File: config.mk
export PLATFORM = sky130hd
export DESIGN_NAME = serial_tx
export DESIGN_NICKNAME = d
export VERILOG_FILES = /design/src/rtl/serial_tx_pkg.sv /design/src/rtl/tx_interval_counter.sv /design/src/rtl/serial_tx.sv
export SDC_FILE = /design/constraint.sdc
export NUM_CORES = 1
export LEC_CHECK = 0
export CAP_MARGIN = 20
export CORE_UTILIZATION = 25
export CTS_BUF_LIST = sky130_fd_sc_hd__clkbuf_8
export DETAILED_ROUTE_END_ITERATION = 8
export PLACE_DENSITY_LB_ADDON = 0.1
export SLEW_MARGIN = 20
export SYNTH_ARGS = -nofsm -noshare
export SYNTH_HDL_FRONTEND = slang
export SYNTH_SLANG_ARGS = --single-unit
File: constraint.sdc
create_clock -name sr_clk -period 3.7 [get_ports sr_clk]
set_clock_uncertainty 0.1 [all_clocks]
set_input_delay 0.74 -clock sr_clk [delete_from_list [all_inputs] [get_ports sr_clk]]
set_output_delay 0.74 -clock sr_clk [all_outputs]
set_load 0.01 [all_outputs]
File: src/rtl/serial_tx_pkg.sv
// Shared serial-link constants: FSM encodings, default oversampling rate and
// bit index numbering common to the transmit and receive paths.
package serial_tx_pkg;

    localparam logic [1:0] ST_IDLE  = 2'd0;
    localparam logic [1:0] ST_START = 2'd1;
    localparam logic [1:0] ST_DATA  = 2'd2;
    localparam logic [1:0] ST_STOP  = 2'd3;

    localparam int DEF_SAMPLES_PER_BIT = 16;

    localparam logic [3:0] START_IDX = 4'd0;
    localparam logic [3:0] STOP_IDX  = 4'd9;

endpackage

File: src/rtl/tx_interval_counter.sv
// Sample counter for the transmitter: counts enabled cycles within a bit and
// strobes bit_end on the last sample of each bit period.
module tx_interval_counter #(
    parameter int SAMPLES_PER_BIT = 16
) (
    input  logic sr_clk,
    input  logic reset,
    input  logic enable,
    input  logic clear,
    input  logic run,
    output logic bit_end
);

    localparam int CW = (SAMPLES_PER_BIT > 1) ? $clog2(SAMPLES_PER_BIT) : 1;

    logic [CW-1:0] cnt;

    assign bit_end = enable && run && (cnt == CW'(SAMPLES_PER_BIT - 1));

    always_ff @(posedge sr_clk or posedge reset) begin
        if (reset) begin
            cnt <= '0;
        end else if (clear) begin
            cnt <= '0;
        end else if (enable && run) begin
            cnt <= bit_end ? '0 : cnt + 1'b1;
        end
    end

endmodule

File: src/rtl/serial_tx.sv
// Serial frame transmitter: start bit, DATA_BITS LSB-first, stop bit, each bit
// held SAMPLES_PER_BIT enabled cycles. tx is registered and idles high.
module serial_tx
    import serial_tx_pkg::*;
#(
    parameter int SAMPLES_PER_BIT = DEF_SAMPLES_PER_BIT,
    parameter int DATA_BITS       = 8
) (
    input  logic                 sr_clk,
    input  logic                 reset,
    input  logic                 enable,
    input  logic                 load,
    input  logic [DATA_BITS-1:0] data_in,
    output logic                 tx,
    output logic                 busy,
    output logic                 done,
    output logic [3:0]           bit_index
);

    logic [1:0]           state;
    logic [DATA_BITS-1:0] shreg;
    logic [DATA_BITS-1:0] shreg_nx;
    logic                 accept;
    logic                 bit_end;

    assign busy     = (state != ST_IDLE);
    assign accept   = enable && load && (state == ST_IDLE);
    assign shreg_nx = shreg >> 1;

    tx_interval_counter #(
        .SAMPLES_PER_BIT(SAMPLES_PER_BIT)
    ) u_cnt (
        .sr_clk (sr_clk),
        .reset  (reset),
        .enable (enable),
        .clear  (accept),
        .run    (busy),
        .bit_end(bit_end)
    );

    // tx is loaded with the level of the upcoming bit on each bit boundary so
    // the line changes exactly on the boundary edge.
    always_ff @(posedge sr_clk or posedge reset) begin
        if (reset) begin
            state     <= ST_IDLE;
            shreg     <= '0;
            tx        <= 1'b1;
            done      <= 1'b0;
            bit_index <= START_IDX;
        end else begin
            done <= 1'b0;
            if (accept) begin
                shreg     <= data_in;
                state     <= ST_START;
                tx        <= 1'b0;
                bit_index <= START_IDX;
            end else if (bit_end) begin
                case (state)
                    ST_START: begin
                        state     <= ST_DATA;
                        bit_index <= 4'd1;
                        tx        <= shreg[0];
                    end
                    ST_DATA: begin
                        if (bit_index == 4'(DATA_BITS)) begin
                            state     <= ST_STOP;
                            bit_index <= STOP_IDX;
                            tx        <= 1'b1;
                        end else begin
                            shreg     <= shreg_nx;
                            tx        <= shreg_nx[0];
                            bit_index <= bit_index + 4'd1;
                        end
                    end
                    ST_STOP: begin
                        state     <= ST_IDLE;
                        bit_index <= START_IDX;
                        tx        <= 1'b1;
                        done      <= 1'b1;
                    end
                    default: begin
                        state     <= ST_IDLE;
                        bit_index <= START_IDX;
                        tx        <= 1'b1;
                    end
                endcase
            end
        end
    end

endmodule
==> results.cfg <==
[clock_network]
clk_latency_ps = 260
cts_setup_buffers = 0
cts-root-buf = clkbuf_8
cts.sinks = 20
clk_pin_slew_ps = 80
numCtsBuffers = 3
ctsResizeCount = 0
holdBufCountCts = 0
htreeDepth = 1
cts_tree = done
cts_max_path_buffers = 2

[worst_setup_path]
path_max_fanout = 12
crit_family = compound AO/OA/AOI/OAI gates
start_kind = input pin
required_ps = 3750
cp_cell_sequence = clkdlybuf4s50_1, nand3_1, o21ai_1, o21ai_1, a22o_1
cp_common_cell = o21ai_1
worstPathArrival_ps = 2530
cp_slowest_cell = clkdlybuf4s50_1
slowest_delay_ps = 580
path_buf_inv = 1
endpoint_kind = flip-flop
critPathKind = in -> reg

[pwr]
vdd_ir_drop_max_uv = 267.4
p_per_area_nw_per_um2 = 691.7
p_leak_nw = 0.5666

[global_route]
grt_start_max_net_pins = 21
overflow = 0
antenna_found_initial = 0
track_usage_pct = 12.41
grt_pass1_vias = 902
grt_pass1_wl_um = 4160

[logic_synthesis]
synth.distinct_cells = 30
yosys_warnings = 0
synth_xor_xnor_area_share_pct = 1.637
yosysTopAreaCellShare_pct = 44.44
netlist_top_cells_count = 19 x dfrtp_1, 9 x inv_1
syn_nets = 124
synth_flop_cell = dfrtp_1
ys_seq_area_share_pct = 46.90
async_flop_share_pct = 100.0
synth_edf_count = 0
yosysTopAreaCell = dfrtp_1
synthesis.instances = 105
synth_area_um2 = 1070
synth_top_family_by_area = compound AO/OA/AOI/OAI gates
synth_compound_area_share_pct = 22.81
synthAdderAreaFrac_pct = 8.187
ys_ff_latch = 20
synth_area_leaders = dfrtp_1 44%, ha_1 8.2%, a2bb2oi_1 5.7%
post-synth-top-count-cell = dfrtp_1
synthSimpleGateAreaFrac_pct = 15.91
syn_avg_cell_area_um2 = 10.19
synthMuxAreaShare_pct = 0

[routing]
first_pass_iters = 4
vias = 829
vias_per_cell = 4.737
drc = 0
wire_per_inst_um = 13.33
drtIter0Drc = 37
totalWireLength_um = 2332
ant_nets = 0

[timing]
fin_crit_ps = 2487
finalHoldViolations = 0
setup_slack_ps = 1213
max_freq_mhz = 402.2
relSlewSlack_pct = 47.56
fin_setup_tns_ps = 0
tightest_slew_ps = 785.7
slew_violations = 0
final-setup-viol-count = 0
rsz0062_at_grt = no
fin_crit_sh_pct = 67.20

[placed_design]
pre_cts_ws_ps = 938.6
io_buffer_count = 18
hpwl_um = 1720
gp_congestion = 0.8080

[die]
dieArea_um2 = 4545
rows = 23
io_pins = 19
die_h_um = 67.42
core_um2 = 4058
initial_core_util_pct = 26.36
die_x_um = 67.42

[status]
status = finished, final reports clean

[worst_hold_path]
min_path_type = reg -> reg

[layout]
n_antenna_cell = 0
area_growth_syn_to_layout_pct = 28.65
drive_gt1_share_pct = 8.800
num-nets-final = 145

[run]
drv_cap = 0
==> worst register-to-register path, stage by stage, from the launching register on <==
cell and delay [ps]:
dfrtp_1 410, inv_1 100, ha_1 250, nand3_1 430, o21ai_1 420, o21ai_1 120, a22o_1 240
==> registers in the layout (all words and copies together) (netlist names) <==
signal     flops
shreg          8
bit_index      4
u_cnt.cnt      4
state          2
done           1
tx             1
==> layout make-up <==
type | count | area (um2)
timing repair buffer | 19 | 187.7
clock buffer | 3 | 41.29
fill | 417 | 2681
tap | 50 | 62.56
sequential | 20 | 501.7
clock inverter | 1 | 30.03
multi-input combinational | 73 | 519.2
inverter | 9 | 33.78
==> metal layers <==
layer | part of all wire (%) | GRT usage, % | vias to the layer above
met4 | 0.90 | 3.191 | 0
met2 | 44 | 19.13 | 12
met3 | 3.1 | 3.716 | 2
met1 | 52 | 16.80 | 395
met5 | 0 | 0 | -
li1 | - | - | 420
==> cell families after synthesis <==
logic type / after synthesis
and+or+nand+nor: 29
DFF: 20
xor gates and xnor gates: 2
buffers and inverters: 12
AOI/OAI and AO/OA: 35
adders and majority gates: 7
==> through the flow <==
stage | hold slack [ps] | total power [mW] | util (%) | instances | instance area [um2]
global placement | 397.0 | 0.7426 | 32.16 | 171 | 1305
CTS | 418.7 | 0.9740 | 33.92 | 175 | 1376
floorplan | 392.3 | 0.6187 | - | 105 | 1070
detailed placement | 404.1 | 0.7415 | 32.16 | 171 | 1305
finish | 407.0 | 0.9520 | 33.92 | 175 | 1376
global route | 454.1 | 1.039 | 33.92 | 175 | 1376
==> where the power goes <==
part / total [mW] / internal, mW / switching, mW
clock: 0.219 / 0.144 / 0.0749
sequential: 0.377 / 0.308 / 0.0687
combinational: 0.356 / 0.184 / 0.172
==> placed cells by master (no fill, tap or decap) <==
cell type,count
clkbuf_8,3
xnor2_1,2
nand3_1,7
and2b_4,1
a21oi_1,5
nand3_2,1
dfstp_2,1
a2bb2oi_1,7
a21o_1,1
inv_1,9
nand2b_1,1
o32ai_1,1
dfrtp_1,19
nor3b_1,2
nor2_1,2
o31ai_1,2
ha_1,7
nand3b_1,1
nand2b_4,1
o21ai_1,2
o22ai_1,7
clkdlybuf4s50_1,18
nand2_1,7
o21ai_4,1
nand4_1,2
o21ai_0,6
bufinv_16,1
and3_1,1
a22o_1,3
buf_4,1
and2_1,1
nor2_2,1
or2b_1,1
==> path summary, 6_finish.rpt <==
kind / to / from / slack, ps / depth (start not counted)
worst max register to register: bit_index[2]$_DFFE_PP0P_ / state[1]$_DFFE_PP0P_ / 1530 / 6
min in group asynchronous: shreg[7]$_DFFE_PP0P_ / reset / 820 / 2
worst min register to register: tx$_DFFE_PP1P_ / tx$_DFFE_PP1P_ / 410 / 2
worst min-delay path: tx$_DFFE_PP1P_ / tx$_DFFE_PP1P_ / 410 / 2
worst max-delay path: bit_index[2]$_DFFE_PP0P_ / enable / 1210 / 5
max in group asynchronous: bit_index[1]$_DFFE_PP0P_ / reset / 2190 / 2
Power figures use the tool's default switching activity.
